[src/rtl/prefix_subtractor_pkg.sv]
// Shared prefix-network types for the adder/subtractor family.
// Generate/propagate pair and the associative prefix operator.
package prefix_pkg;

    localparam int PREFIX_W    = 8;
    localparam int PREFIX_LVLS = 3;

    typedef struct packed {
        logic p;
        logic g;
    } pg_t;

    function automatic pg_t pg_combine(pg_t hi, pg_t lo);
        pg_t r;
        r.p = hi.p & lo.p;
        r.g = hi.g | (hi.p & lo.g);
        return r;
    endfunction

endpackage

[src/rtl/prefix_subtractor_if.sv]
// Valid/ready operand and result bus of prefix_subtractor.
// The ovf signal exists only when PREFIX_SUB_OVF_EN is defined.
interface prefix_subtractor_if #(parameter int WIDTH = 8);

    logic             in_valid;
    logic             in_ready;
    logic [WIDTH-1:0] a;
    logic [WIDTH-1:0] b;
    logic             bin;
    logic             out_valid;
    logic             out_ready;
    logic [WIDTH-1:0] diff;
    logic             bout;
`ifdef PREFIX_SUB_OVF_EN
    logic             ovf;
`endif

    modport slave (
        input  in_valid, a, b, bin, out_ready,
        output in_ready, out_valid, diff, bout
`ifdef PREFIX_SUB_OVF_EN
        , output ovf
`endif
    );

    modport master (
        output in_valid, a, b, bin, out_ready,
        input  in_ready, out_valid, diff, bout
`ifdef PREFIX_SUB_OVF_EN
        , input ovf
`endif
    );

endinterface

[src/rtl/prefix_subtractor_borrow_net.sv]
// Combinational three-level Sklansky carry network over OR-propagate p/g terms.
// c_o[i] is the carry into bit i (c_o[0] = cin_i); cout_o is the carry out of the MSB.
module prefix_borrow_net
    import prefix_pkg::*;
#(
    parameter int WIDTH = PREFIX_W
) (
    input  logic [WIDTH-1:0] p_i,
    input  logic [WIDTH-1:0] g_i,
    input  logic             cin_i,
    output logic [WIDTH-1:0] c_o,
    output logic             cout_o
);

    // lv[l][i] holds the group term covering bit i down to the start of its 2^l block.
    pg_t lv [0:PREFIX_LVLS][0:WIDTH-1];

    for (genvar i = 0; i < WIDTH; i++) begin : g_leaf
        assign lv[0][i] = '{p: p_i[i], g: g_i[i]};
    end

    for (genvar l = 0; l < PREFIX_LVLS; l++) begin : g_lvl
        for (genvar i = 0; i < WIDTH; i++) begin : g_bit
            if (((i >> l) & 1) == 1) begin : g_merge
                assign lv[l+1][i] = pg_combine(lv[l][i], lv[l][((i >> l) << l) - 1]);
            end else begin : g_pass
                assign lv[l+1][i] = lv[l][i];
            end
        end
    end

    assign c_o[0] = cin_i;

    for (genvar i = 0; i < WIDTH - 1; i++) begin : g_carry
        assign c_o[i+1] = lv[PREFIX_LVLS][i].g | (lv[PREFIX_LVLS][i].p & cin_i);
    end

    assign cout_o = lv[PREFIX_LVLS][WIDTH-1].g | (lv[PREFIX_LVLS][WIDTH-1].p & cin_i);

endmodule

[src/rtl/prefix_subtractor.sv]
// Two-stage pipelined a - b - bin with borrow-out and bubble-free valid/ready flow.
// Optional signed-overflow output enabled by PREFIX_SUB_OVF_EN.
module prefix_subtractor
    import prefix_pkg::*;
#(
    parameter int WIDTH = PREFIX_W
) (
    input  logic               clk,
    input  logic               rst_n,
    prefix_subtractor_if.slave bus
);

    logic             adv1, adv2, ld1, ld2;

    logic             s1_v_q, s1_v_d;
    logic [WIDTH-1:0] s1_a_q, s1_a_d;
    logic [WIDTH-1:0] s1_nb_q, s1_nb_d;
    logic             s1_nbin_q, s1_nbin_d;
    logic [WIDTH-1:0] s1_p_q, s1_p_d;
    logic [WIDTH-1:0] s1_g_q, s1_g_d;

    logic             s2_v_q, s2_v_d;
    logic [WIDTH-1:0] diff_q, diff_d;
    logic             bout_q, bout_d;
`ifdef PREFIX_SUB_OVF_EN
    logic             ovf_q, ovf_d;
`endif

    logic [WIDTH-1:0] carry;
    logic             carry_out;
    logic [WIDTH-1:0] sum;

    prefix_borrow_net #(.WIDTH(WIDTH)) u_net (
        .p_i    (s1_p_q),
        .g_i    (s1_g_q),
        .cin_i  (s1_nbin_q),
        .c_o    (carry),
        .cout_o (carry_out)
    );

    assign sum = s1_a_q ^ s1_nb_q ^ carry;

    // Ready depends only on downstream ready and occupancy, never on in_valid.
    always_comb begin
        adv2      = !s2_v_q || bus.out_ready;
        adv1      = !s1_v_q || adv2;
        ld1       = adv1 && bus.in_valid;
        ld2       = adv2 && s1_v_q;

        s1_v_d    = adv1 ? bus.in_valid : s1_v_q;
        s1_a_d    = ld1 ? bus.a : s1_a_q;
        s1_nb_d   = ld1 ? ~bus.b : s1_nb_q;
        s1_nbin_d = ld1 ? ~bus.bin : s1_nbin_q;
        s1_p_d    = ld1 ? (bus.a | ~bus.b) : s1_p_q;
        s1_g_d    = ld1 ? (bus.a & ~bus.b) : s1_g_q;

        s2_v_d    = adv2 ? s1_v_q : s2_v_q;
        diff_d    = ld2 ? sum : diff_q;
        bout_d    = ld2 ? ~carry_out : bout_q;
`ifdef PREFIX_SUB_OVF_EN
        ovf_d     = ld2 ? ((s1_a_q[WIDTH-1] ^ ~s1_nb_q[WIDTH-1]) &
                           (s1_a_q[WIDTH-1] ^ sum[WIDTH-1])) : ovf_q;
`endif
    end

    always_ff @(posedge clk or negedge rst_n) begin
        if (!rst_n) begin
            s1_v_q    <= 1'b0;
            s1_a_q    <= '0;
            s1_nb_q   <= '0;
            s1_nbin_q <= 1'b0;
            s1_p_q    <= '0;
            s1_g_q    <= '0;
            s2_v_q    <= 1'b0;
            diff_q    <= '0;
            bout_q    <= 1'b0;
`ifdef PREFIX_SUB_OVF_EN
            ovf_q     <= 1'b0;
`endif
        end else begin
            s1_v_q    <= s1_v_d;
            s1_a_q    <= s1_a_d;
            s1_nb_q   <= s1_nb_d;
            s1_nbin_q <= s1_nbin_d;
            s1_p_q    <= s1_p_d;
            s1_g_q    <= s1_g_d;
            s2_v_q    <= s2_v_d;
            diff_q    <= diff_d;
            bout_q    <= bout_d;
`ifdef PREFIX_SUB_OVF_EN
            ovf_q     <= ovf_d;
`endif
        end
    end

    assign bus.in_ready  = adv1;
    assign bus.out_valid = s2_v_q;
    assign bus.diff      = diff_q;
    assign bus.bout      = bout_q;
`ifdef PREFIX_SUB_OVF_EN
    assign bus.ovf       = ovf_q;
`endif

endmodule
[src/flat_wrapper.sv]
// flat-port wrapper written by rule: the top's interface ports become plain ports
module prefix_subtractor_flat import prefix_pkg::*;
#(
    parameter int WIDTH = PREFIX_W
)
  (clk, rst_n, bus_in_valid, bus_a, bus_b, bus_bin, bus_out_ready, bus_in_ready, bus_out_valid, bus_diff, bus_bout);
  prefix_subtractor_if #(.WIDTH(WIDTH)) bus_i ();
  input  logic clk;
  input  logic rst_n;
  input wire logic [$bits(bus_i.in_valid)-1:0] bus_in_valid;
  input wire logic [$bits(bus_i.a)-1:0] bus_a;
  input wire logic [$bits(bus_i.b)-1:0] bus_b;
  input wire logic [$bits(bus_i.bin)-1:0] bus_bin;
  input wire logic [$bits(bus_i.out_ready)-1:0] bus_out_ready;
  output wire logic [$bits(bus_i.in_ready)-1:0] bus_in_ready;
  output wire logic [$bits(bus_i.out_valid)-1:0] bus_out_valid;
  output wire logic [$bits(bus_i.diff)-1:0] bus_diff;
  output wire logic [$bits(bus_i.bout)-1:0] bus_bout;
  assign bus_i.in_valid = bus_in_valid;
  assign bus_i.a = bus_a;
  assign bus_i.b = bus_b;
  assign bus_i.bin = bus_bin;
  assign bus_i.out_ready = bus_out_ready;
  assign bus_in_ready = bus_i.in_ready;
  assign bus_out_valid = bus_i.out_valid;
  assign bus_diff = bus_i.diff;
  assign bus_bout = bus_i.bout;
  prefix_subtractor #(.WIDTH(WIDTH)) u_core (.clk(clk), .rst_n(rst_n), .bus(bus_i));
endmodule
[config.mk]
export PLATFORM = sky130hd
export DESIGN_NAME = prefix_subtractor_flat
export DESIGN_NICKNAME = d
export VERILOG_FILES = /design/src/rtl/prefix_subtractor_pkg.sv /design/src/rtl/prefix_subtractor_if.sv /design/src/rtl/prefix_subtractor_borrow_net.sv /design/src/rtl/prefix_subtractor.sv /design/src/flat_wrapper.sv
export SDC_FILE = /design/constraint.sdc
export NUM_CORES = 1
export LEC_CHECK = 0
export CAP_MARGIN = 20
export CORE_ASPECT_RATIO = 0.5
export CORE_MARGIN = 2
export CORE_UTILIZATION = 52
export DETAILED_ROUTE_END_ITERATION = 7
export GPL_TIMING_DRIVEN = 0
export PLACE_DENSITY = 0.78
export SYNTH_ARGS = -nofsm -noshare
export SYNTH_HDL_FRONTEND = slang
export SYNTH_SLANG_ARGS = --single-unit
[constraint.sdc]
create_clock -name clk -period 2.13 [get_ports clk]
set_clock_uncertainty 0.2 [all_clocks]
set_input_delay 0.426 -clock clk [delete_from_list [all_inputs] [get_ports clk]]
set_output_delay 0.426 -clock clk [all_outputs]
set_load 0.03 [all_outputs]
Word-level counts from Yosys, hierarchy flattened
Index checks and enable logic that the tools add are counted.

operators by class
  multipliers = 0
  divide/modulo/power cells = 0
  equal/unequal tests = 0
  shift-type cells = 0
  order comparisons = 0
  reduce and logical (&&, ||, !) cells = 6
  bitwise logic cells = 59
  mux-type cells = 0
  add/sub/neg operators = 0

operator list
  operator           number
  1-bit AND          32
  1-bit bitwise OR   20
  8-bit XOR          2
  8-bit AND          1
  8-bit inverter     1
  8-bit bitwise OR   1
  1-bit logical AND  2
  1-bit zero test    2
  1-bit logical OR   2
  1-bit inverter     2

storage, ports and cells
  input bits = 21
  latch bits = 0
  bits in read-only memories = 0
  memories kept = 0
  flip-flop bits (word level) = 44
  bits in writable memories = 0
  word-level logic and storage cells = 74

Logic depth before layout (Yosys ltp)
  depth in word-level cells = 8
  gate-level depth with buffers = 6
  depth with buffers taken out = 5

Hierarchy
Synthesis repeated with hierarchy kept, for this count alone.

unflattened totals
  cell total of the unflattened synthesis = 170
  area, all modules = 2048.2 um^2

modules (own cells, without submodules)
  module             sequential area each (um^2)  area each (um^2)  times used  cells an instance
  prefix_subtractor  1101.1                       1915.6            1           148
  prefix_borrow_net  0.0                          132.6             1           22

Worst setup path after synthesis
Ideal clock, no wire load.

  path kind = register to register
  from = reg u_core.s2_v_q, in the netlist u_core.bus.out_valid
  to = reg u_core.s1_a_q[3]
  path slack = 0.161 ns
  clock period less this slack = 1.969 ns
  path buffers = 1
  cell stages (with the launch flop) = 5
  data arrival time = 1.645 ns
  cells stage by stage = dfrtp_1 nand3b_1 nand2_1 buf_2 mux2_2

on the way
  cells in the longest elaborated chain, start to end = 4

ends and longest elaborated chain
  item                      line                     source
  start: declaration        prefix_subtractor.sv:22  logic s2_v_q, s2_v_d;
  start signal: assignment  prefix_subtractor.sv:87  s2_v_q <= s2_v_d;
  1-bit zero test           prefix_subtractor.sv:45  adv2 = !s2_v_q || bus.out_ready;
  1-bit logical OR          prefix_subtractor.sv:45
  1-bit logical OR          prefix_subtractor.sv:46  adv1 = !s1_v_q || adv2;
  net bus_in_ready          flat_wrapper.sv:15       output wire logic [$bits(bus_i.in_ready)-1:0] bus_in_ready;
  1-bit logical AND         prefix_subtractor.sv:47  ld1 = adv1 && bus.in_valid;
  end signal: assignment    prefix_subtractor.sv:69  s1_a_q <= '0;
  end signal: assignment    prefix_subtractor.sv:82  s1_a_q <= s1_a_d;
  end: declaration          prefix_subtractor.sv:16  logic [WIDTH-1:0] s1_a_q, s1_a_d;

The timed path passes the listed nets, and every way through them passes these cells.
A chain may end at the register's enable or synchronous reset.

Worst setup path in the final report
  from = in bus_out_ready
  to = out bus_in_ready

on the way
  cells in the longest elaborated chain, start to end = 2

ends and longest elaborated chain
  item                line                     source
  start: declaration  flat_wrapper.sv:14       input wire logic [$bits(bus_i.out_ready)-1:0] bus_out_ready;
  1-bit logical OR    prefix_subtractor.sv:45
  1-bit logical OR    prefix_subtractor.sv:46
  end: declaration    flat_wrapper.sv:15

No other way between the ends.

==> results.py <==
metrics = {
    "run_status": {
        "status": "finished, final reports clean",
    },
    "worst_setup_path": {
        "crit_fanout": 3,
        "r2r_slack_ns": 0.27,
        "startpoint_type": "input port",
        "timing.rr.start": "u_core.s1_p_q[2]",
        "critical_path_arrival_ns": 1.44,
        "cp-end-kind": "output port",
        "ff2ff_path_depth": 5,
        "crit_type": "in2out",
        "timing.rr.end": "u_core.bus.diff[7]",
        "worstPathRequired_ns": 1.50,
    },
    "logic_synthesis": {
        "synth_edf_count": 0,
        "dominantRegCellSynth": "dfrtp_1",
        "seq_area_frac_synth_pct": 57.0,
        "synthesis.nets": 206,
        "syn_area_um2": 1930,
        "synth_cell_types": 29,
        "avgSynthCellArea_um2": 10.4,
        "synthCells": 185,
        "yosysWarnings": 0,
        "synth-async-reset-ratio_pct": 100,
        "synth-seq-cells": 44,
    },
    "detailed_routing": {
        "vias": 1420,
        "first_pass_iters": 4,
        "avgViaCountPerCell": 5.13,
        "wirelength_mm": 4.01,
        "wl_per_cell_um": 14.5,
        "ant_nets": 0,
        "first_iter_violations": 73,
        "drc": 0,
    },
    "die": {
        "core_area_um2": 3490,
        "die_area_um2": 4250,
        "core.rowCount": 15,
        "ios": 32,
        "fp.dieH_um": 47.1,
        "start_util_pct": 55.3,
        "die_w_um": 90.2,
    },
    "sta": {
        "min_period_ns": 2.07,
        "slew-limit-headroom_pct": 64.6,
        "setup_viol": 0,
        "rsz0062_at_grt": "false",
        "final_hold_viol_count": 0,
        "max_freq_mhz": 484,
        "final.setup.worst_slack_ns": 0.0640,
        "finalMaxSlewViolations": 0,
        "worstMarginPinSlew_ns": 0.531,
        "post-route-period-util_pct": 97.0,
    },
    "finish": {
        "layout_common_cells": "dfrtp_1 (44), nand2_1 (36), o21ai_0 (29), clkdlybuf4s50_1 (29), nand2b_1 (11)",
        "syn_to_final_growth_pct": 25.4,
        "drive_gt1_share_pct": 8.41,
        "final_core_util_pct": 69.4,
        "diodes": 0,
        "layout_commonest_cell": "dfrtp_1",
        "fin_area_um2": 2420,
        "final_nets": 246,
    },
    "placement": {
        "dp_hpwl_mm": 2.89,
        "placed_cell_area_um2": 2320,
        "port_buffers": 31,
        "place.gp.congestion": 0.818,
        "dp_slack_ns": -0.208,
    },
    "cts": {
        "clk_pin_slew_ns": 0.08,
        "clockRootBuffer": "clkbuf_8",
        "worstSkewPairLatency_ns": 0.30,
        "clock-sinks": 44,
        "clk_path_buf_depth": 2,
        "numCtsBuffers": 5,
        "cts_tree": "yes",
        "postCtsSetupRepairBufs": 0,
        "htree_levels": 2,
    },
    "hold_path": {
        "worstHoldStart": "u_core.bus.diff[4]",
        "min_path_type": "reg2reg",
        "min_delay_path_depth": 2,
        "min_to": "u_core.bus.diff[4]",
    },
    "pwr": {
        "irDropWorstVdd_v": 0.000433,
        "p_per_area_nw_per_um2": 953,
        "leakage_nw": 1.06,
    },
    "grt": {
        "grt.overflow.total": 0,
        "grt_usage_pct": 21.4,
        "grt_pass1_vias": 1382,
        "grt_max_degree": 37,
        "grt_pass1_wl_mm": 6.65,
        "antenna_found_initial": 0,
    },
    "flow_run": {
        "maxCapViolations": 0,
    },
}
[worst max path at each step]
stage | startpoint | endpoint | slack [ns] | cells past startpoint
2_1_floorplan | u_core.bus.out_valid | u_core.s1_a_q[3] | 0.16 | 4
3_3_place_gp | rst_n | u_core.s1_v_q | -0.69 | 1
3_5_place_dp | bus_out_ready | bus_in_ready | -0.21 | 3
4_1_cts | bus_out_ready | bus_in_ready | 0.06 | 3
5_1_grt | bus_out_ready | bus_in_ready | 0.02 | 3
6_report | bus_out_ready | bus_in_ready | 0.06 | 3
[metal layers]
metal | vias up | global-route usage (%) | wire length (um)
met3 | 6 | 6.10 | 181
met4 | 0 | 8.31 | 54
met1 | 673 | 26.5 | 1860
met2 | 30 | 37.7 | 1910
met5 | - | 0 | 0
li1 | 711 | - | -
[cell type report]
class / count / area [um^2]
Fill cell: 276 / 1070
Buffer: 7 / 30.0
Sequential cell: 44 / 1100
Multi-Input combinational cell: 133 / 796
Inverter: 1 / 3.75
Timing Repair Buffer: 33 / 334
Clock inverter: 2 / 10.0
Clock buffer: 6 / 82.6
Tap cell: 51 / 63.8
[power breakdown]
part	internal [mW]	switching [mW]
Sequential	0.987	0.0979
Clock	0.259	0.277
Combinational	0.316	0.369
Total	1.56	0.744
[cells by family after synthesis]
logic type,Yosys count,synth area share (%)
compound gates,45,13.4
xor+xnor,13,5.90
mux,10,5.77
buf+inv,8,1.75
flops,44,57.0
simple gates,65,16.1
[registers in the layout (all words and copies together), names as in the netlist, 8 cells and up]
signal,flops
u_core.s1_a_q,8
u_core.s1_g_q,8
u_core.bus.diff,8
u_core.s1_nb_q,8
u_core.s1_p_q,8
[synthesized netlist by cell type (2+ instances only)]
master    instances  share of area (%)
nand2b_1         11                3.6
a21o_1            4                1.6
nand3_1           2               0.52
a21oi_2           2               0.91
xor2_1            5                2.3
o21ai_0          29                7.5
mux2_2            4                2.3
a21oi_1           3               0.78
nor2_1            2               0.39
clkbuf_1          4               0.78
nor2b_1           8                2.6
buf_2             3               0.78
xnor2_1           8                3.6
dfrtp_1          44                 57
nor3_1            2               0.52
a22oi_1           2               0.78
mux2_1            5                2.9
nand2_1          36                7.0
[critical path, stage by stage]
cell and delay [ns]:
clkdlybuf4s50_1 0.47, nand3b_1 0.14, dlygate4sd2_1 0.41
[what timing repair did]
item | 4_1_cts | 5_1_grt
hold buffers | 1 | 0
endpoints found under the setup margin | 1 | 0
resized for setup | 1 | 0
hold endpoints to repair | 8 | 0
[metrics by stage]
step	hold WS [ns]	power [mW]	TNS (ns)	cells
global placement	0.260	1.76	-31.88	267
finish	0.280	2.31	0	277
CTS	0.288	2.32	0	277
detailed placement	0.0929	1.79	-2.40	268
floorplan	-0.0696	1.51	0	185
global route	0.319	2.43	0	277
(Power assumes the default switching activity.)
==> RTL edit 1: new RTL, config.mk and constraints unchanged <==
The package constant `PREFIX_W` goes from 8 to 9.
--- a/src/rtl/prefix_subtractor_pkg.sv
+++ b/src/rtl/prefix_subtractor_pkg.sv
@@ -3,5 +3,5 @@
 package prefix_pkg;
 
-    localparam int PREFIX_W    = 8;
+    localparam int PREFIX_W    = 9;
     localparam int PREFIX_LVLS = 3;
 
Ports: changed (resized bus_a, bus_b and bus_diff); port bits go from 32 to 35. The function was not compared with the original's and may differ.
==> RTL edit 1 against the unedited design <==
  * Setup slack better by 0.040 ns
  * Fmax up 2.0%
  * Die area up 11%
  * Synthesized area up 12%
  * Wire length up 4.2%
  * Synthesized cell count up 9.2%
  * Sequential cell count up 5
  * Count of clock-buffer cells in the layout down 1
  * Power up 11%
  * Design area up 11%
  * Largest power group unchanged
  * Highest routed layer unchanged
==> RTL edit 1: results (changes against the unedited design) <==
Global routing
  • Global-route met2 utilization: 30.3% (-7.5 points)
  • First-pass GRT wire length: 7.27 mm (+9.3%)
  • Total global-route track usage: 20.2% (-1.2 points)

Placement
  • Dpl cell area: 0.00258 mm2 (+11%)
  • IO Port Bufs: 34 (+9.7%)
  • Placed cell count: 291 (+8.6%)
  • Post-DP HPWL: 3.01 mm (+4.3%)
  • Routability congestion estimate: 0.827 (+1.1%)

Pwr
  • Pint: 1710 uW (+9.7%)
  • Final Total Pwr: 2570 uW (+11%)
  • Clock group share of total power: 22.1% (-1.1 points)
  • VDD IR max: 438 uV (+1.1%)
  • Pleak: 0.00116 uW (+9.4%)
  • Sequential share of power: 46.9% (-0.2 points)

Drt
  • Iter 0 DRT Violations: 79 (+8.2%)
  • Wl on met1: 1.99 mm (+6.8%)
  • Total number of vias: 1545 (+8.8%)
  • Metal3 WL: 224 um (+24%)
  • Drt wl/cell: 13.9 um (-3.8%)
  • WL final: 4.18 mm (+4.2%)

Yosys
  • Largest family of logic cells by synthesized area: compound AO/OA/AOI/OAI gates
  • Multiplexer area fraction after synthesis: 4.70% (-1.1 points)
  • Mapped Nets: 225 (+9.2%)
  • Post-Synth XOR/XNOR Area: 7.31% (+1.4 points)
  • Yosys cell types: 26 (-10%)
  • Synth top cells by count: 49 x dfrtp_1, 40 x nand2_1, 30 x o21ai_0
  • Synthesized area per cell: 10.7 um2 (+2.3%)
  • Sequential area share after synthesis: 56.8% (-0.19 points)
  • Compound-gate portion of the synthesized area: 15.0% (+1.5 points)

Hold path
  • Hold path startpoint: u_core.bus.diff[1]
  • Hold EP: u_core.bus.diff[1]

Setup path
  • Worst Setup EP: u_core.s1_a_q[4]
  • Reg2Reg Launch Point: u_core.s1_v_q
  • Critical path's largest stage delay: 0.41 ns (-0.06 ns)
  • Worst EP arrival: 2.01 ns (+0.57 ns)
  • CP max FO: 10 (+7)

STA
  • Min Hold Slack: 0.285 ns (+0.00522 ns)

Status
  • Status: finished, final reports clean

Layout
  • Fill count: 293 (+6.2%)
  • Area of the multi-input gates: 883 um2 (+11%)
  • Final net count: 268 (+8.9%)
## RTL edit 1: cell count changes in the layout (fill, tap and decap cells not counted), moves of 3 or more
cell / change
mux2_2: +5
o21bai_2: +3
o21ai_1: +5
clkdlybuf4s50_1: +3
dfrtp_1: +5
xnor2_1: +4
nand2_1: +4
mux2_1: -5
## RTL edit 1: timing repair
action                                 4_1_cts  5_1_grt
setup endpoints to repair                    1       10
hold buffers                                 1        0
cloned                                       0        0
resized for setup                            1        5
endpoints found under the hold margin       24        0
## RTL edit 1: area by class of cell
cell class | count | share of cell area [%]
Buffer | 9 | 1.63
Clock buffer | 5 | 2.56
Sequential cell | 49 | 45.7
Multi-Input combinational cell | 142 | 32.9
Tap cell | 54 | 2.52
Timing Repair Buffer | 36 | 13.4
Inverter | 2 | 0.280
Clock inverter | 3 | 0.979
==> RTL edit 2: new RTL, same flow settings <==
Made on the original files. Make the reset (`rst_n`) synchronous in one clocked block.
--- a/src/rtl/prefix_subtractor.sv
+++ b/src/rtl/prefix_subtractor.sv
@@ -64,5 +64,5 @@
     end
 
-    always_ff @(posedge clk or negedge rst_n) begin
+    always_ff @(posedge clk) begin
         if (!rst_n) begin
             s1_v_q    <= 1'b0;
Behaviour: differs if rst_n is asserted again (counterexample within 4 cycles, from zero or initial values and one cycle with rst_n low); with rst_n held inactive, the same outputs for 10 cycles.
==> RTL edit 2 against the unedited design <==
  * Non-clock buffer count is 3 higher
  * Highest routed layer unchanged
  * Sequential cell count unchanged
  * Wire length is 17% higher
  * Die area down 2.6%
  * Synthesized area is 2.8% lower
  * Design area is 2.8% lower
  * Global-route usage grew 3.0 points
  * Setup slack lost 0.0079 ns
  * Fmax fell by 0.38%
Power is not compared: it rests on default switching activity, and its combinational part moved more than twofold at a synthesized area within 25%.
==> RTL edit 2: results (changes against the unedited design) <==
Drt
  • Iter 0 DRT Violations: 128 (+75%)
  • Metal3 WL: 341 um (+88%)
  • Drt wl/cell: 15.0 um (+3.7%)
  • Met2 wire length: 2.06 mm (+8.1%)
  • Via-to-Cell Ratio: 5.53 (+7.9%)
  • Wl on met1: 2.24 mm (+20%)
  • WL final: 4.68 mm (+17%)

Setup path
  • Critical path's largest stage delay: 0.44 ns (-0.03 ns)
  • R2R cell count: 7 (+2)

Yosys
  • Compound-gate portion of the synthesized area: 23.3% (+9.9 points)
  • Post-synth ARST share: 0% (-100 points)
  • Area contributors post-synth: dfxtp_1 47%, nand2_1 6.4%, a21oi_1 6.1%, a211oi_1 5.6%, xnor2_1 5.1%
  • Synth top cells by count: 44 x dfxtp_1, 32 x nand2_1, 23 x a21oi_1, 23 x nor2_1, 14 x a211oi_1
  • Syn Inst Count: 224 (+21%)
  • YS warnings: 0 (unchanged)
  • Post-Synth XOR/XNOR Area: 5.60% (-0.30 points)
  • Multiplexer area fraction after synthesis: 0% (-5.8 points)
  • Mapped Nets: 245 (+19%)
  • Main synth FF type: dfxtp_1
  • Yosys cell types: 32 (+10%)
  • Sequential area share after synthesis: 46.9% (-10 points)

Global routing
  • Grt met1 use: 32.7% (+6.2 points)
  • Pin count of the biggest net entering global routing: 13 (-65%)
  • Total global-route track usage: 24.4% (+3.0 points)
  • First-pass GRT wire length: 7.22 mm (+8.5%)
  • Vias in the first global route: 1529 (+11%)
  • Met3 Use GR: 5.20% (-0.90 points)
  • Global-route met2 utilization: 39.6% (+1.8 points)

STA
  • Least-Margin Pin Slew: 0.607 ns (+0.0757 ns)

Clock network
  • CTS max path bufs: 2 (unchanged)
  • CTS Buf Count: 5 (unchanged)
  • Worst skew pair latency: 0.30 ns (about the same)
  • Clock Tree Root: clkbuf_8
  • H-tree depth: 2 (unchanged)

Status
  • Status: finished, final reports clean

Pwr
  • Sw frac: 25.8%
  • VDD IR max: 360 uV
  • PwrDens: 774 mW/mm2

Layout
  • Final net count: 283 (+15%)
  • Share of cells above drive strength 1: 6.13% (-2.3 points)

Placement
  • Routability congestion estimate: 0.792 (-3.2%)
  • Placed cell count: 306 (+14%)
  • Post-DP HPWL: 3.34 mm (+16%)
  • Pre-CTS WS: -0.246 ns (-0.0378 ns)
  • Dpl cell area: 0.00225 mm2 (-3.0%)
  • IO Port Bufs: 31 (unchanged)

Hold path
  • Hold path cells: 2 (unchanged)
-- RTL edit 2: cell count changes after synthesis, sizes merged, moves of 14 or more --
| cell | change |
|---|---|
| dfxtp | +44 |
| a21oi | +19 |
| dfrtp | -44 |
| o21ai | -23 |
| a211oi | +14 |
| nor2 | +21 |
-- RTL edit 2: worst paths after layout --
| check | startpoint | to | slack [ns] |
|---|---|---|---|
| worst min-delay path | u_core.bus.diff[0] | u_core.bus.diff[0] | 0.26 |
| worst max-delay path | bus_out_ready | bus_in_ready | 0.06 |
| worst min register to register | u_core.bus.diff[0] | u_core.bus.diff[0] | 0.26 |
| worst max register to register | u_core.s1_v_q | u_core.s1_g_q[7] | 0.33 |
-- RTL edit 2: cell type report --
class / count / area [um2]
Buffer: 12 / 58.8
Clock buffer: 5 / 68.8
Clock inverter: 1 / 30.0
Fill cell: 311 / 1100
Inverter: 12 / 45.0
Multi-Input combinational cell: 156 / 895
Sequential cell: 44 / 881
Tap cell: 51 / 63.8
Timing Repair Buffer: 31 / 310
